`src/rtl/skew_deskew_unit.sv`:
```
// -----------------------------------------------------------------------------
// skew_deskew_unit
//   Lane skew/deskew stage for the edges of a systolic array. N lanes of
//   DATA_WIDTH bits each. In skew mode lane i is delayed by i*STEP advance
//   cycles; in deskew mode by (N-1-i)*STEP. The delay chains move only on
//   advance cycles (accepted beat or drain). After the last beat of a stream
//   the unit drains itself with bubbles and pulses done.
//
// Ports
//   clk        clock, all state changes on posedge
//   rst        synchronous active-high reset
//   mode       0 = skew, 1 = deskew (taken from the first beat of a stream)
//   in_valid   input beat present
//   in_last    final beat of the stream (qualified by in_valid)
//   in_ready   unit accepts a beat (low while draining)
//   in_data    lane i at [i*DATA_WIDTH +: DATA_WIDTH]
//   out_data   delayed lanes, same packing
//   out_valid  per-lane valid, meaningful on advance cycles
//   busy       a stream is in progress
//   done       one-cycle pulse after the stream has fully drained
// -----------------------------------------------------------------------------
module skew_deskew_unit #(
  parameter int DATA_WIDTH = 16,
  parameter int N          = 4,
  parameter int STEP       = 1
) (
  input  logic                  clk,
  input  logic                  rst,
  input  logic                  mode,
  input  logic                  in_valid,
  input  logic                  in_last,
  output logic                  in_ready,
  input  logic [DATA_WIDTH*N-1:0] in_data,
  output logic [DATA_WIDTH*N-1:0] out_data,
  output logic [N-1:0]          out_valid,
  output logic                  busy,
  output logic                  done
);

  localparam int MAXD  = (N - 1) * STEP;
  localparam int DEPTH = (MAXD > 0) ? MAXD : 1;
  localparam int CW    = $clog2(DEPTH + 1);

  typedef enum logic [1:0] {IDLE, RUN, DRAIN} state_t;

  state_t          state, state_nxt;
  logic [CW-1:0]   cnt, cnt_nxt;
  logic            mode_r;
  logic            done_nxt;
  logic            accept;
  logic            advance;
  logic            mode_eff;

  assign in_ready = (state != DRAIN);
  assign busy     = (state != IDLE);
  assign accept   = in_valid & in_ready;
  assign advance  = accept | (state == DRAIN);
  // Mode is only live before a stream starts; afterwards the latched copy rules.
  assign mode_eff = (state == IDLE) ? mode : mode_r;

  // NOTE: every output of this block gets a default first so no latch is inferred.
  always_comb begin
    state_nxt = state;
    cnt_nxt   = cnt;
    done_nxt  = 1'b0;
    case (state)
      IDLE, RUN: begin
        if (accept) begin
          if (in_last) begin
            if (MAXD > 0) begin
              state_nxt = DRAIN;
              cnt_nxt   = CW'(MAXD);
            end else begin
              state_nxt = IDLE;
              done_nxt  = 1'b1;
            end
          end else begin
            state_nxt = RUN;
          end
        end
      end
      DRAIN: begin
        cnt_nxt = cnt - CW'(1);
        if (cnt == CW'(1)) begin
          state_nxt = IDLE;
          done_nxt  = 1'b1;
        end
      end
      default: state_nxt = IDLE;
    endcase
  end

  // NOTE: sequential state uses non-blocking assignments so all registers
  // update together from pre-edge values.
  always_ff @(posedge clk) begin
    if (rst) begin
      state  <= IDLE;
      cnt    <= '0;
      mode_r <= 1'b0;
      done   <= 1'b0;
    end else begin
      state <= state_nxt;
      cnt   <= cnt_nxt;
      done  <= done_nxt;
      if (state == IDLE && accept) mode_r <= mode;
    end
  end

  // Each lane keeps only as many stages as its deeper mode needs; the tap for
  // the active mode is picked at the output.
  for (genvar i = 0; i < N; i++) begin : g_lane
    localparam int DS = i * STEP;
    localparam int DD = (N - 1 - i) * STEP;
    localparam int DL = (DS > DD) ? DS : DD;

    logic [DATA_WIDTH-1:0] lane_in;
    logic [DATA_WIDTH-1:0] tap_s, tap_d;
    logic                  vld_s, vld_d;

    assign lane_in = in_data[i*DATA_WIDTH +: DATA_WIDTH];

    if (DL > 0) begin : g_chain
      logic [DATA_WIDTH-1:0] cd [DL];
      logic [DL-1:0]         cv;

      // NOTE: the chain data is reset (not just the valids) because out_data
      // must read zero right after reset.
      always_ff @(posedge clk) begin
        if (rst) begin
          for (int k = 0; k < DL; k++) cd[k] <= '0;
          cv <= '0;
        end else if (advance) begin
          cd[0] <= accept ? lane_in : '0;
          cv[0] <= accept;
          for (int k = 1; k < DL; k++) begin
            cd[k] <= cd[k-1];
            cv[k] <= cv[k-1];
          end
        end
      end

      if (DS > 0) begin : g_ts
        assign tap_s = cd[DS-1];
        assign vld_s = cv[DS-1] & advance;
      end else begin : g_ts0
        assign tap_s = accept ? lane_in : '0;
        assign vld_s = accept;
      end

      if (DD > 0) begin : g_td
        assign tap_d = cd[DD-1];
        assign vld_d = cv[DD-1] & advance;
      end else begin : g_td0
        assign tap_d = accept ? lane_in : '0;
        assign vld_d = accept;
      end
    end else begin : g_pass
      assign tap_s = accept ? lane_in : '0;
      assign vld_s = accept;
      assign tap_d = tap_s;
      assign vld_d = vld_s;
    end

    assign out_data[i*DATA_WIDTH +: DATA_WIDTH] = mode_eff ? tap_d : tap_s;
    assign out_valid[i] = mode_eff ? vld_d : vld_s;
  end

endmodule

```
`config.mk`:
```
export PLATFORM = sky130hd
export DESIGN_NAME = skew_deskew_unit
export DESIGN_NICKNAME = d
export VERILOG_FILES = /design/src/rtl/skew_deskew_unit.sv
export SDC_FILE = /design/constraint.sdc
export NUM_CORES = 1
export LEC_CHECK = 0
export CAP_MARGIN = 20
export CORE_UTILIZATION = 47
export DETAILED_ROUTE_END_ITERATION = 8
export GPL_TIMING_DRIVEN = 0
export PLACE_DENSITY = 0.77
export SLEW_MARGIN = 20
export SYNTH_ARGS = -nofsm -noshare
export SYNTH_HDL_FRONTEND = slang
export SYNTH_SLANG_ARGS = --single-unit
```
`constraint.sdc`:
```
create_clock -name clk -period 5.1 [get_ports clk]
set_clock_uncertainty 0.05 [all_clocks]
set_input_delay 0.51 -clock clk [delete_from_list [all_inputs] [get_ports clk]]
set_output_delay 0.51 -clock clk [all_outputs]
set_load 0.02 [all_outputs]
```
==> results.env <==
STATUS='finished clean'
CLOCKBUFFERDEPTH=2
CLOCK_LATENCY_AT_THE_LATER_PIN_OF_THE_WORST_SKEW_PAIR_NS=0.42
TIMING.CRITICAL_PATH.SLOWEST_STAGE_CELL='sky130_fd_sc_hd__clkdlybuf4s50_1'
INTERNAL_DISSIPATION_mW=2.658
FINALWORSTPATHREQUIREDPERIOD_NS=3.191
MAX_FREQ_MHz=313.4
DIE_OUTLINE_AREA_UM2=16100
CELLPOWERDENSITY_nW_PER_UM2=359.3
ANTENNADIODECOUNT=0
AREA_OF_THE_CORE_REGION_UM2=15200
TOTAL_AREA_OF_MULTI_INPUT_COMBINATIONAL_CELLS_UM2=2163
SYNTH_AREA_LEADER_CELL='sky130_fd_sc_hd__edfxtp_1'
IO_PINS=140
PEAKVDDDROP_mV=0.2324
DIE_SPAN_IN_Y_UM=126.9
FINAL_PERIOD_UTIL_PCT=62.56
SYNTH_LARGEST_TYPE_AREA_FRACTION_PCT=65.56
CTS.REPORTEDPATHS.CLKPINSLEW_NS=0.06
SLEW_VIOLS_FINAL=0
CP_DATA_ARRIVAL_TIME_NS=2.63
SYNTH_FF_TYPE='sky130_fd_sc_hd__edfxtp_1'
SYNTH.YOSYS.SEQ_AREA_SHARE_PCT=68.02
SETUP_REPAIR_AFTER_GLOBAL_ROUTING_MISSED_ITS_MARGIN='false'
POST_SYNTH_INSTANCE_AREA_UM2=7328
NUMBER_OF_FILLER_INSTANCES_IN_THE_FINAL_LAYOUT=1145
MAX-SLEW-MARGIN-REL_PCT=64.94
SYNTH_COMMONEST_CELLS='160 x sky130_fd_sc_hd__and2_1, 160 x sky130_fd_sc_hd__edfxtp_1, 48 x sky130_fd_sc_hd__mux2_2'
SYNTH_EDF_COUNT=160
POWER.SWITCHING_mW=0.7897
HTREE_NUM_LEVELS=4
INITIAL_CORE_UTIL_PCT=48.21
SYN2LAYOUT_AREA_GROWTH_PCT=30.92
ROUTED_VIA_COUNT_DIVIDED_BY_CELL_COUNT=5.144
DETAILED_ROUTE_ITER0_VIOLATIONS=352
SEQ_POWER_SHARE_PCT=48.4
CTS.REPAIR_TIMING.SETUP_BUFFER_COUNT=0
GRT_OVERFLOW=0
FINALHOLDVIOLATIONS=0
SYNTHESIS.INSTANCES=498
NETLIST-CELL-TYPE-COUNT=30
DR.PASS1.ITERS=6
STATIC_LEAK_nW=3.848
WORST-SLEW-PIN-TRANSITION_NS=0.5242
PLACE.PORT_BUFFERS=139
CP-START-KIND='input port'
POST_CTS_RESIZED=0
POST_DRT_WL_PER_CELL_UM=18.05
FINAL_REPORT_SETUP_VIOLATION_COUNT=0
ROUTE.VIAS.TOTAL=4419
TIMING.CRITICAL_PATH.SLOWEST_CELL_DELAY_NS=0.67
NUMBER_OF_WARNING_MESSAGES_IN_THE_YOSYS_LOG=0
CRITICAL_PATH.MOST_COMMON_CELL='sky130_fd_sc_hd__clkdlybuf4s50_1'
DIE_WIDTH_UM=126.9
INSERTED_CLOCK_BUFFERS=17
NETS=729
GRT_MAX_DEGREE=56
YOSYS_REGISTER_BITS=169
CTS.SINKS=169
TOTAL_POWER_CONSUMPTION_OF_THE_ROUTED_DESIGN_mW=3.447
CAP_VIOLATIONS=0
WORSTPATHMAXFANOUT=10
TRITONCTS='built'
ANT_NETS=0
CRITPATHREQUIREDTIME_NS=4.54
WORST_SETUP_PATH_END_KIND='primary output'
SYN_AVG_CELL_AREA_UM2=14.72
ASYNC_RESET_FF_SHARE_PCT=0
TIMING.CRITICAL_PATH.CELLS='clkdlybuf4s50_1 -> clkbuf_1 -> o21ai_0 -> mux2i_1 -> clkdlybuf4s50_1'
GRT_USE_TOTAL_PCT=20.40
POST-DP-HPWL_UM=10710
POST-ROUTE-UTIL_PCT=63.11
P_SW_SHARE_PCT=22.91
CTS.HOLD.BUFFERS_ADDED=0
CRITPATHKIND='input port to primary output'
SYNTH.AREA.TOP_CELLS='sky130_fd_sc_hd__edfxtp_1 66%, sky130_fd_sc_hd__and2_1 14%, sky130_fd_sc_hd__mux2_2 7.4%, sky130_fd_sc_hd__and3_1 2.7%, sky130_fd_sc_hd__dfxtp_1 2.5%'
GP_ROUTABILITY_CONGESTION=0.7686
SYNTHESIS.NETS=568
LAYOUT-DRIVE-GT1-SHARE_PCT=14.61
GRT_FIRST_PASS_WIRELENGTH_UM=24530
ROW_COUNT=45
POWER_FRAC_COMB_PCT=15.1
SEQUENTIAL_CELL_AREA_UM2=4985
FIRST_GLOBAL_VIAS=4688
REMAINING_DRC_ERRORS=0
CTS_ROOT_BUFFER='sky130_fd_sc_hd__clkbuf_16'
DRT-TOTAL-WL_UM=15510
SHARE_CLK_OF_TOTAL_POWER_PCT=36.5
HOLD_PATH.CLASS='flip-flop to flip-flop'
ANTENNA_FOUND_INITIAL=0
-- metal layers --
layer	vias to the layer above	wire [um]	part of all wire [%]	global-route usage, %
met5	-	0	0	0
met2	112	7734	50	33.84
met3	21	583	3.8	4.049
met1	2202	6912	45	26.59
met4	0	278	1.8	7.773
li1	2084	-	-	-
-- cells in the final DEF (no fill, tap or decap), types with 2 or more instances in the layout --
| cell type | Yosys | routed |
|---|---|---|
| sky130_fd_sc_hd__clkbuf_2 | 4 | 4 |
| sky130_fd_sc_hd__buf_12 | 0 | 2 |
| sky130_fd_sc_hd__inv_1 | 4 | 4 |
| sky130_fd_sc_hd__nand3_1 | 3 | 3 |
| sky130_fd_sc_hd__edfxtp_1 | 160 | 160 |
| sky130_fd_sc_hd__dfxtp_1 | 9 | 9 |
| sky130_fd_sc_hd__buf_6 | 3 | 3 |
| sky130_fd_sc_hd__and2_1 | 160 | 160 |
| sky130_fd_sc_hd__and3_1 | 32 | 32 |
| sky130_fd_sc_hd__clkdlybuf4s50_1 | 0 | 139 |
| sky130_fd_sc_hd__clkinv_1 | 0 | 3 |
| sky130_fd_sc_hd__a21oi_1 | 4 | 4 |
| sky130_fd_sc_hd__clkbuf_1 | 18 | 21 |
| sky130_fd_sc_hd__bufinv_16 | 0 | 3 |
| sky130_fd_sc_hd__nor3_1 | 5 | 5 |
| sky130_fd_sc_hd__mux2i_1 | 4 | 4 |
| sky130_fd_sc_hd__nor2_1 | 4 | 4 |
| sky130_fd_sc_hd__clkbuf_16 | 0 | 17 |
| sky130_fd_sc_hd__mux2_2 | 48 | 48 |
| sky130_fd_sc_hd__o21ai_0 | 4 | 4 |
| sky130_fd_sc_hd__mux2_1 | 16 | 16 |
| sky130_fd_sc_hd__buf_2 | 6 | 6 |
| sky130_fd_sc_hd__buf_4 | 2 | 2 |
| sky130_fd_sc_hd__clkinv_2 | 0 | 4 |
-- through the flow --
| stage | worst slack, ns | instances | hold WS [ns] | setup TNS, ns | instance area (um^2) |
|---|---|---|---|---|---|
| 6_report | 1.909 | 859 | 0.4334 | 0 | 9594 |
| 4_1_cts | 1.899 | 859 | 0.4324 | 0 | 9594 |
| 5_1_grt | 1.791 | 859 | 0.4579 | 0 | 9594 |
| 2_1_floorplan | 0.2632 | 498 | 0.3945 | 0 | 7328 |
| 3_3_place_gp | -1.681 | 825 | 0.4012 | -267.68 | 8955 |
| 3_5_place_dp | 1.900 | 828 | 0.4211 | 0 | 9027 |
-- power groups by stage --
stage                     Sequential (mW)  Combinational, mW  Clock (mW)
final                                1.67              0.520        1.26
after global routing                 1.68              0.554        1.33
after detailed placement             1.70              0.523           0
after global placement               1.71              0.504           0
after CTS                            1.67              0.526        1.28
after floorplan                      1.69              0.280           0
-- cell families after synthesis --
kind of cell	after synthesis	synth area share (%)
flip-flops	169	68.02
AND/OR/NAND/NOR	210	17.82
buffers and inverters	38	2.527
adder cells (fa/ha/maj)	1	0.1707
multiplexers	69	10.57
AO/OA/AOI/OAI	11	0.8879
-- critical path, delay by kind of cell --
| kind | cells | cell delay [ns] |
|---|---|---|
| multiplexers | 1 | 0.20 |
| AO/OA/AOI/OAI | 1 | 0.25 |
| buffers and inverters | 3 | 1.67 |
-- area by class of cell --
cell class	instances	area share, %
multi-input combinational	291	22.55
buffer	33	1.734
clock buffer	20	4.551
timing repair buffer	142	15.21
sequential	169	51.96
inverter	5	0.1956
tap	188	2.452
clock inverter	11	1.356
-- state kept, by name (all words and copies together), names as in the netlist --
name / flops
mode_r: 1
done: 1
g_lane.g_chain.cd: 160
cnt: 2
state: 2
g_lane.g_chain.cv: 3
-- worst paths after layout --
kind	from	to	slack, ns	depth (start not counted)
worst max-delay path	in_valid	out_valid[1]	1.91	5
worst min-delay path	g_lane[0].g_chain.cv[1]$_SDFFE_PP0P_	g_lane[0].g_chain.cv[1]$_SDFFE_PP0P_	0.43	2
worst max register to register	state[1]$_SDFFE_PP0P_	g_lane[3].g_chain.cd[0][10]$_SDFFCE_PN0P_	3.10	4
worst min register to register	g_lane[0].g_chain.cv[1]$_SDFFE_PP0P_	g_lane[0].g_chain.cv[1]$_SDFFE_PP0P_	0.43	2
(Power assumes the default switching activity.)
